<file path="src/rtl/motion_sequencer.sv">
// Timed motion-command sequencer driving the wheel-state code of the H-bridge stage.
// Holds each motion for an exact tick count, inserts STOP dead time, aborts on obstacle.
module motion_sequencer #(
    parameter int TICK_DIV   = 50000,
    parameter int TW         = 16,
    parameter int DEAD_TICKS = 2
) (
    input  logic          clk,
    input  logic          rst_n,
    input  logic          cmd_valid,
    output logic          cmd_ready,
    input  logic [2:0]    cmd_op,
    input  logic [TW-1:0] cmd_ticks,
    input  logic          obstacle,
    input  logic          abort,
    output logic [2:0]    state,
    output logic          busy,
    output logic          done,
    output logic          aborted,
    output logic          err
);

    localparam int PW = $clog2(TICK_DIV);
    localparam logic [2:0] OP_STOP = 3'b011;

    typedef enum logic [1:0] {
        S_IDLE,
        S_DEAD,
        S_RUN,
        S_HALT
    } fsm_e;

    fsm_e          fsm_q, fsm_d;
    logic [PW-1:0] pre_q, pre_d;
    logic [TW-1:0] cnt_q, cnt_d;
    logic [TW-1:0] ticks_q, ticks_d;
    logic [2:0]    op_q, op_d;
    logic [2:0]    state_q, state_d;
    logic [2:0]    last_q, last_d;
    logic          done_q, done_d;
    logic          abt_q, abt_d;
    logic          err_q, err_d;
    logic          obs_m_q, obs_s_q;

    logic tick;
    logic op_fwd;
    logic cmd_fwd;

    assign tick    = (pre_q == PW'(TICK_DIV - 1));
    assign op_fwd  = (op_q < 3'd3);
    assign cmd_fwd = (cmd_op < 3'd3);

    always_comb begin
        fsm_d   = fsm_q;
        pre_d   = '0;
        cnt_d   = cnt_q;
        ticks_d = ticks_q;
        op_d    = op_q;
        state_d = state_q;
        last_d  = last_q;
        done_d  = 1'b0;
        abt_d   = 1'b0;
        err_d   = 1'b0;
        case (fsm_q)
            S_IDLE: begin
                state_d = OP_STOP;
                if (cmd_valid) begin
                    op_d    = cmd_op;
                    ticks_d = cmd_ticks;
                    if (cmd_op[2:1] == 2'b11) begin
                        err_d = 1'b1;
                    end else if (cmd_ticks == '0 || cmd_op == OP_STOP) begin
                        done_d = 1'b1;
                        last_d = OP_STOP;
                    end else if (cmd_fwd && obs_s_q) begin
                        abt_d  = 1'b1;
                        last_d = OP_STOP;
                        fsm_d  = S_HALT;
                    end else if (DEAD_TICKS > 0 && cmd_op != last_q
                                 && last_q != OP_STOP) begin
                        cnt_d = TW'(DEAD_TICKS);
                        fsm_d = S_DEAD;
                    end else begin
                        cnt_d   = cmd_ticks;
                        state_d = cmd_op;
                        fsm_d   = S_RUN;
                    end
                end
            end
            S_DEAD, S_RUN: begin
                pre_d = tick ? '0 : pre_q + PW'(1);
                if (abort || (obs_s_q && op_fwd)) begin
                    state_d = OP_STOP;
                    abt_d   = 1'b1;
                    last_d  = OP_STOP;
                    fsm_d   = abort ? S_IDLE : S_HALT;
                end else if (tick) begin
                    if (cnt_q > TW'(1)) begin
                        cnt_d = cnt_q - TW'(1);
                    end else if (fsm_q == S_DEAD) begin
                        cnt_d   = ticks_q;
                        state_d = op_q;
                        fsm_d   = S_RUN;
                    end else begin
                        state_d = OP_STOP;
                        done_d  = 1'b1;
                        last_d  = op_q;
                        fsm_d   = S_IDLE;
                    end
                end
            end
            S_HALT: begin
                state_d = OP_STOP;
                if (!obs_s_q) begin
                    fsm_d = S_IDLE;
                end
            end
            default: fsm_d = S_IDLE;
        endcase
    end

    always_ff @(posedge clk or negedge rst_n) begin
        if (!rst_n) begin
            fsm_q   <= S_IDLE;
            pre_q   <= '0;
            cnt_q   <= '0;
            ticks_q <= '0;
            op_q    <= OP_STOP;
            state_q <= OP_STOP;
            last_q  <= OP_STOP;
            done_q  <= 1'b0;
            abt_q   <= 1'b0;
            err_q   <= 1'b0;
            obs_m_q <= 1'b0;
            obs_s_q <= 1'b0;
        end else begin
            fsm_q   <= fsm_d;
            pre_q   <= pre_d;
            cnt_q   <= cnt_d;
            ticks_q <= ticks_d;
            op_q    <= op_d;
            state_q <= state_d;
            last_q  <= last_d;
            done_q  <= done_d;
            abt_q   <= abt_d;
            err_q   <= err_d;
            obs_m_q <= obstacle;
            obs_s_q <= obs_m_q;
        end
    end

    assign cmd_ready = (fsm_q == S_IDLE);
    assign busy      = (fsm_q != S_IDLE);
    assign state     = state_q;
    assign done      = done_q;
    assign aborted   = abt_q;
    assign err       = err_q;

endmodule

</file>
<file path="config.mk">
export PLATFORM = sky130hd
export DESIGN_NAME = motion_sequencer
export DESIGN_NICKNAME = d
export VERILOG_FILES = /design/src/rtl/motion_sequencer.sv
export SDC_FILE = /design/constraint.sdc
export NUM_CORES = 1
export LEC_CHECK = 0
export CAP_MARGIN = 0
export CORE_MARGIN = 2
export CORE_UTILIZATION = 55
export CTS_BUF_LIST = sky130_fd_sc_hd__clkbuf_16
export CTS_CLUSTER_DIAMETER = 40
export DETAILED_ROUTE_END_ITERATION = 10
export DONT_BUFFER_PORTS = 1
export PLACE_DENSITY = 0.7
export SLEW_MARGIN = 10
export SYNTH_ARGS = -nofsm -noshare
export SYNTH_HDL_FRONTEND = slang
export SYNTH_SLANG_ARGS = --single-unit
</file>
<file path="constraint.sdc">
create_clock -name clk -period 2.8 [get_ports clk]
set_input_delay 0.42 -clock clk [delete_from_list [all_inputs] [get_ports clk]]
set_output_delay 0.42 -clock clk [all_outputs]
set_load 0.05 [all_outputs]
</file>
==> results of run 1 <==
## kinds of logic (layout without fill, tap and decap cells)
logic type | after synthesis | count (layout) | share of synthesized area
and+or+nand+nor | 146 | 146 | 0.222
AOI/OAI and AO/OA | 82 | 82 | 0.157
DFF | 64 | 64 | 0.436
muxes | 29 | 29 | 0.0868
buffers and inverters | 25 | 36 | 0.0308
xor gates and xnor gates | 20 | 20 | 0.0474
adders and majority gates | 6 | 6 | 0.0203
## per-layer routing
layer	vias to the layer above	track usage	wire, um
met2	82	0.381	3940
met1	1407	0.332	3730
li1	1384	-	-
met3	20	0.0606	462
met4	0	0.110	260
met5	-	0	0
## through the flow
stage	instance area, um2	total power [mW]
floorplan	3690	3.14
global placement	3780	3.55
detailed placement	3780	3.59
CTS	4080	4.61
global route	4080	4.92
finish	4080	4.60
## timing repair
action                                  CTS  global route
hold endpoints to repair                 64             0
resized for setup                         0             0
hold buffers                              2             0
endpoints found under the setup margin    0             0
buffers inserted                          0             0
## worst min-delay path by stage
stage | slack (ns) | depth (start not counted) | startpoint | end
floorplan | 0.12 | 0 | rst_n | aborted
detailed placement | 0.13 | 0 | rst_n | ticks_q[15]
finish | 0.12 | 0 | obstacle | obs_m_q
CTS | 0.11 | 0 | obstacle | obs_m_q
global route | 0.11 | 0 | obstacle | obs_m_q
global placement | 0.13 | 0 | rst_n | ticks_q[15]
## flip-flops by register name, summed over array words and instances, names as in the netlist, 2 cells and up
signal / flops
fsm_q: 2
op_q: 3
pre_q: 16
state: 3
last_q: 3
ticks_q: 16
cnt_q: 16
## layout by cell type, fill, tap and decap left out, types with 9 or more instances in the layout
cell type  Yosys  routed
dfrtp_1       58      58
nor2_1        32      32
clkbuf_16      0       9
inv_1          9      10
a21oi_1       17      17
nand2_1       42      42
mux2_2        23      23
nand3_1       19      19
buf_4          2      10
xor2_1        15      15
o21ai_0       19      19
## worst max-delay path, delay by kind of cell, from the launching register on
family,cells,cell delay [ns]
AND/OR/NAND/NOR,4,1.38
flip-flops,1,0.44
multiplexers,1,0.32
AO/OA/AOI/OAI,1,0.24
## power breakdown
group / switching [mW] / internal, mW / total [mW]
clock: 0.388 / 0.580 / 0.967
combinational: 1.13 / 0.842 / 1.97
sequential: 0.396 / 1.27 / 1.66
## area by class of cell
| cell class | instances | area, um2 | share of cell area |
|---|---|---|---|
| Inverter | 9 | 33.8 | 0.00829 |
| Clock inverter | 6 | 28.8 | 0.00706 |
| Multi-Input combinational cell | 283 | 1970 | 0.483 |
| Sequential cell | 64 | 1610 | 0.395 |
| Timing Repair Buffer | 12 | 113 | 0.0276 |
| Clock buffer | 9 | 225 | 0.0553 |
| Tap cell | 77 | 96.3 | 0.0236 |
==> metrics.csv, run 1 <==
metric,value,unit
Max Slew Vio Count,0,
Num CTS Buffers,9,
"top cells by area, synth","dfrtp_1 39%, mux2_2 7.0%, dfstp_2 4.3%",
crit-path max FO,9,
largest net degree at the start of global routing,65,
Core Region,6420,um2
num ports,32,
required time of the critical path,3.01,ns
first-pass GRT wire length,14.3,mm
"Seq/Total Area, Yosys",0.436,
number of synthesized flops with an enable pin,0,
synth warn,0,
RSZ-0062 raised after global routing,false,
#FFs+latches synth,64,
Initial Util,0.575,
GRT Util Overall,0.247,
post-synthesis cell count,372,
fin crit share,0.896,
Setup crit start kind,flop,
Reg-to-Reg End,last_q[2],
root buffer cell,clkbuf_16,
Nets,409,
total wire length,8.39,mm
row cnt,29,
final worst slack,0.292,ns
delay of the slowest critical-path stage,0.58,ns
final RePlAce weighted congestion,0.894,
post-synthesis cell area,3690,um2
Layout Utilization,0.635,
wire per inst,18.2,um
Critical Path End,last_q[2],
beginning of the critical path,cnt_q[6],
DR iter-0 viols,127,
Reg-to-Reg Start,cnt_q[6],
CP arrival,2.72,ns
H-tree depth,3,
Synth top cells by count,"58 x dfrtp_1, 42 x nand2_1, 32 x nor2_1, 23 x mux2_2",
WHS,0.118,ns
Post-Syn Area per Cell,9.93,um2
via count,2893,
Die H,85.9,um
Clock Sinks,64,
Setup-failing EPs final,0,
FILL cells,527,
vias per std cell,6.29,
initial antenna violation count,0,
Synth async-reset ratio,1.00,
P&R area growth vs syn,10.4,%
1st-pass router iterations,6,
"Slowest-stage cell, CP",nor4_4,
post-DP HPWL,5.74,mm
Leakage,1.69,nW
setup TNS,0,ns
Fin Clk Skew,0.00518,ns
critical path cell sequence,"nor4_4, nand3_2, nor3_2, nand2b_1, o211a_4, mux2_2",
post-synth cell types,69,
GRT overflow,0,
layout cells sized above 1,0.183,
fin crit period,2.51,ns
DR DRC count,0,
WS Path Type,reg -> reg,
Cell Count Post-Placement,443,
Worst Hold Class,in -> reg,
Post-Place Worst Slack,0.316,ns
vias in the first global route,2850,
fmax,399,MHz
TritonCTS clock tree,built,
DIE WIDTH,85.9,um
Max IR drop VDD,773,uV
ANT cells,0,
status,completed,
Routed Antenna Nets,0,
PortBufs,0,
reg2reg setup slack,0.29,ns
DIE AREA,7380,um2
Worst Reg-to-Reg Cells,6,
Max Buffers Root-to-Sink,2,
clock-pin transition on the worst setup and hold timing paths,0.05,ns
Finished Layout Cells,460,
synthesized net count,402,
Clock Latency Late Sink,0.33,ns
"count leader, synth",dfrtp_1,
Synth top area share,0.393,
Worst Tran Pin Value,0.920,ns
Yosys top cell by area,dfrtp_1,
main flop type after synthesis,dfrtp_1,
Final Hold Vio Count,0,
Max Cap Violations,0,
Critical Path Sink Type,flop,
Cell Pwr Density,1130,nW/um2
slew margin rel.,0.386,
(Power assumes the default switching activity.)
==> run 2: changes to the inputs <==
CORE_MARGIN = not set   (was 2)
PLACE_DENSITY = 0.77   (was 0.7)
==> run 2 against run 1 <==
Effect of this change: the flow now finishes with violations (design-rule violations); register-to-register slack got worse by 0.02 ns; global-route usage rose by 1.6 points; count of clock-buffer cells in the layout did not move; routed wire length rose by 0.56%; critical endpoint unchanged; highest routed layer unchanged.
==> metrics.csv, run 2 (same netlist as run 1, synthesis figures left out) <==
metric,value,unit,change
status,"finished, violations left",,
failing checks,design-rule violations,,
DR iter-0 viols,201,,+58%
clock-pin transition on the worst setup and hold timing paths,0.05,ns,about the same
Worst Hold Depth,0,,unchanged
Max IR drop VDD,821,uV,+6.2%
fin crit period,2.53,ns,+0.0202 ns
DIE AREA,7050,um2,-4.6%
Routed Antenna Nets,0,,unchanged
Die H,83.9,um,-2.3%
Clock Sinks,64,,unchanged
row cnt,29,,unchanged
GRT overflow,0,,unchanged
vias in the first global route,2813,,-1.3%
Nets,410,,+0.24%
largest net degree at the start of global routing,65,,unchanged
Core Region,6420,um2,unchanged
Max Buffers Root-to-Sink,2,,unchanged
Max Slew Vio Count,0,,unchanged
Setup crit start kind,flop,,
DR DRC count,4,,+4
Max Cap Violations,0,,unchanged
RSZ-0062 raised after global routing,false,,
slew margin rel.,0.394,,+0.00781
Cell Pwr Density,1160,nW/um2,+2.7%
"commonest non-fill, non-tap cell in the layout",dfrtp_1,,
Setup-failing EPs final,0,,unchanged
Leakage,1.72,nW,+1.8%
WHS,0.120,ns,+0.00237 ns
1st-pass router iterations,8,,+2
GRT Util Overall,0.264,,+0.0163
Initial Util,0.575,,unchanged
"commonest cells after routing, fill and taps aside","58 x dfrtp_1, 42 x nand2_1, 32 x nor2_1",,
Post-CTS Setup Inserts,0,,unchanged
ANT cells,0,,unchanged
Num CTS Buffers,9,,unchanged
P&R area growth vs syn,11.9,%,
Worst Hold Class,in -> reg,,
first-pass GRT wire length,14.3,mm,+0.29%
Worst Reg-to-Reg Cells,7,,+1
CP arrival,2.74,ns,+0.02 ns
post-DP HPWL,5.88,mm,+2.3%
PortBufs,0,,unchanged
wire per inst,18.3,um,+0.34%
WS Path Type,reg -> reg,,
vias per std cell,6.38,,+1.4%
final RePlAce weighted congestion,0.874,,-2.2%
reg2reg setup slack,0.27,ns,-0.02 ns
TritonCTS clock tree,built,,
num ports,32,,unchanged
biggest regs,"cnt_q: 16 flops, pre_q: 16 flops, ticks_q: 16 flops",,
fin crit share,0.903,,+0.00721
H-tree depth,3,,unchanged
required time of the critical path,3.01,ns,about the same
via count,2940,,+1.6%
crit-path max FO,9,,unchanged
total wire length,8.44,mm,+0.56%
FILL cells,505,,-4.2%
root buffer cell,clkbuf_16,,
initial antenna violation count,0,,unchanged
Final Hold Vio Count,0,,unchanged
DIE WIDTH,83.9,um,-2.3%
Clock Latency Late Sink,0.33,ns,about the same
layout cells sized above 1,0.185,,+0.00213
Critical Path Sink Type,flop,,
setup TNS,0,ns,unchanged
Fin Clk Skew,0.00662,ns,+0.00143 ns
Worst Tran Pin Value,0.908,ns,-0.0117 ns
fmax,395,MHz,-0.80%
==> run 2: path summary, 6_finish.rpt <==
| kind | startpoint | end |
|---|---|---|
| max in group asynchronous | rst_n | last_q[1] |
| min in group asynchronous | rst_n | ticks_q[13] |
| hold / removal | obstacle | obs_m_q |
| setup / recovery | fsm_q[1] | last_q[2] |
| setup reg to reg | fsm_q[1] | last_q[2] |
| hold reg to reg | obs_m_q | obs_s_q |
==> run 2: routing by layer <==
layer | share of wire | global-route usage | up-vias
met3 | 0.068 | 0.0702 | 26
met2 | 0.48 | 0.412 | 120
met1 | 0.43 | 0.345 | 1416
li1 | - | - | 1378
met5 | 0 | 0 | -
met4 | 0.025 | 0.118 | 0
==> run 2: critical path, cell delays in order, from the launching register on <==
cell and delay (ns):
dfrtp_1 0.37, inv_1 0.08, ha_1 0.29, inv_1 0.15, nor3_1 0.62, nand2b_1 0.37
o211a_4 0.26, mux2_2 0.27
==> run 2: area by class of cell <==
| type | instances | area [um2] | area share |
|---|---|---|---|
| timing repair buffer | 13 | 120 | 0.0291 |
| tap | 77 | 96.3 | 0.0233 |
| clock inverter | 6 | 76.3 | 0.0185 |
| inverter | 9 | 33.8 | 0.00818 |
| clock buffer | 9 | 225 | 0.0545 |
| sequential | 64 | 1610 | 0.390 |
| multi-input combinational | 283 | 1970 | 0.477 |
==> run 2: through the flow <==
stage                     total power, mW   util  worst slack (ns)  cells  cell area (um2)
after floorplan                      3.14      -             0.268    372             3690
after global placement               3.53  0.590             0.442    444             3790
after detailed placement             3.59  0.590             0.423    444             3790
after CTS                            4.78  0.643             0.362    461             4130
after global routing                 5.10  0.643             0.197    461             4130
final                                4.79  0.643             0.271    461             4130
==> run 2: repair_timing <==
item,CTS,global route
hold buffers,2,0
resized for setup,0,0
endpoints found under the hold margin,64,0
==> run 2: where the power goes <==
| part | switching [mW] | internal (mW) | leakage (nW) | total (mW) |
|---|---|---|---|---|
| clock network | 0.383 | 0.762 | 0.152 | 1.15 |
| registers | 0.394 | 1.27 | 0.800 | 1.66 |
| logic | 1.14 | 0.845 | 0.769 | 1.98 |
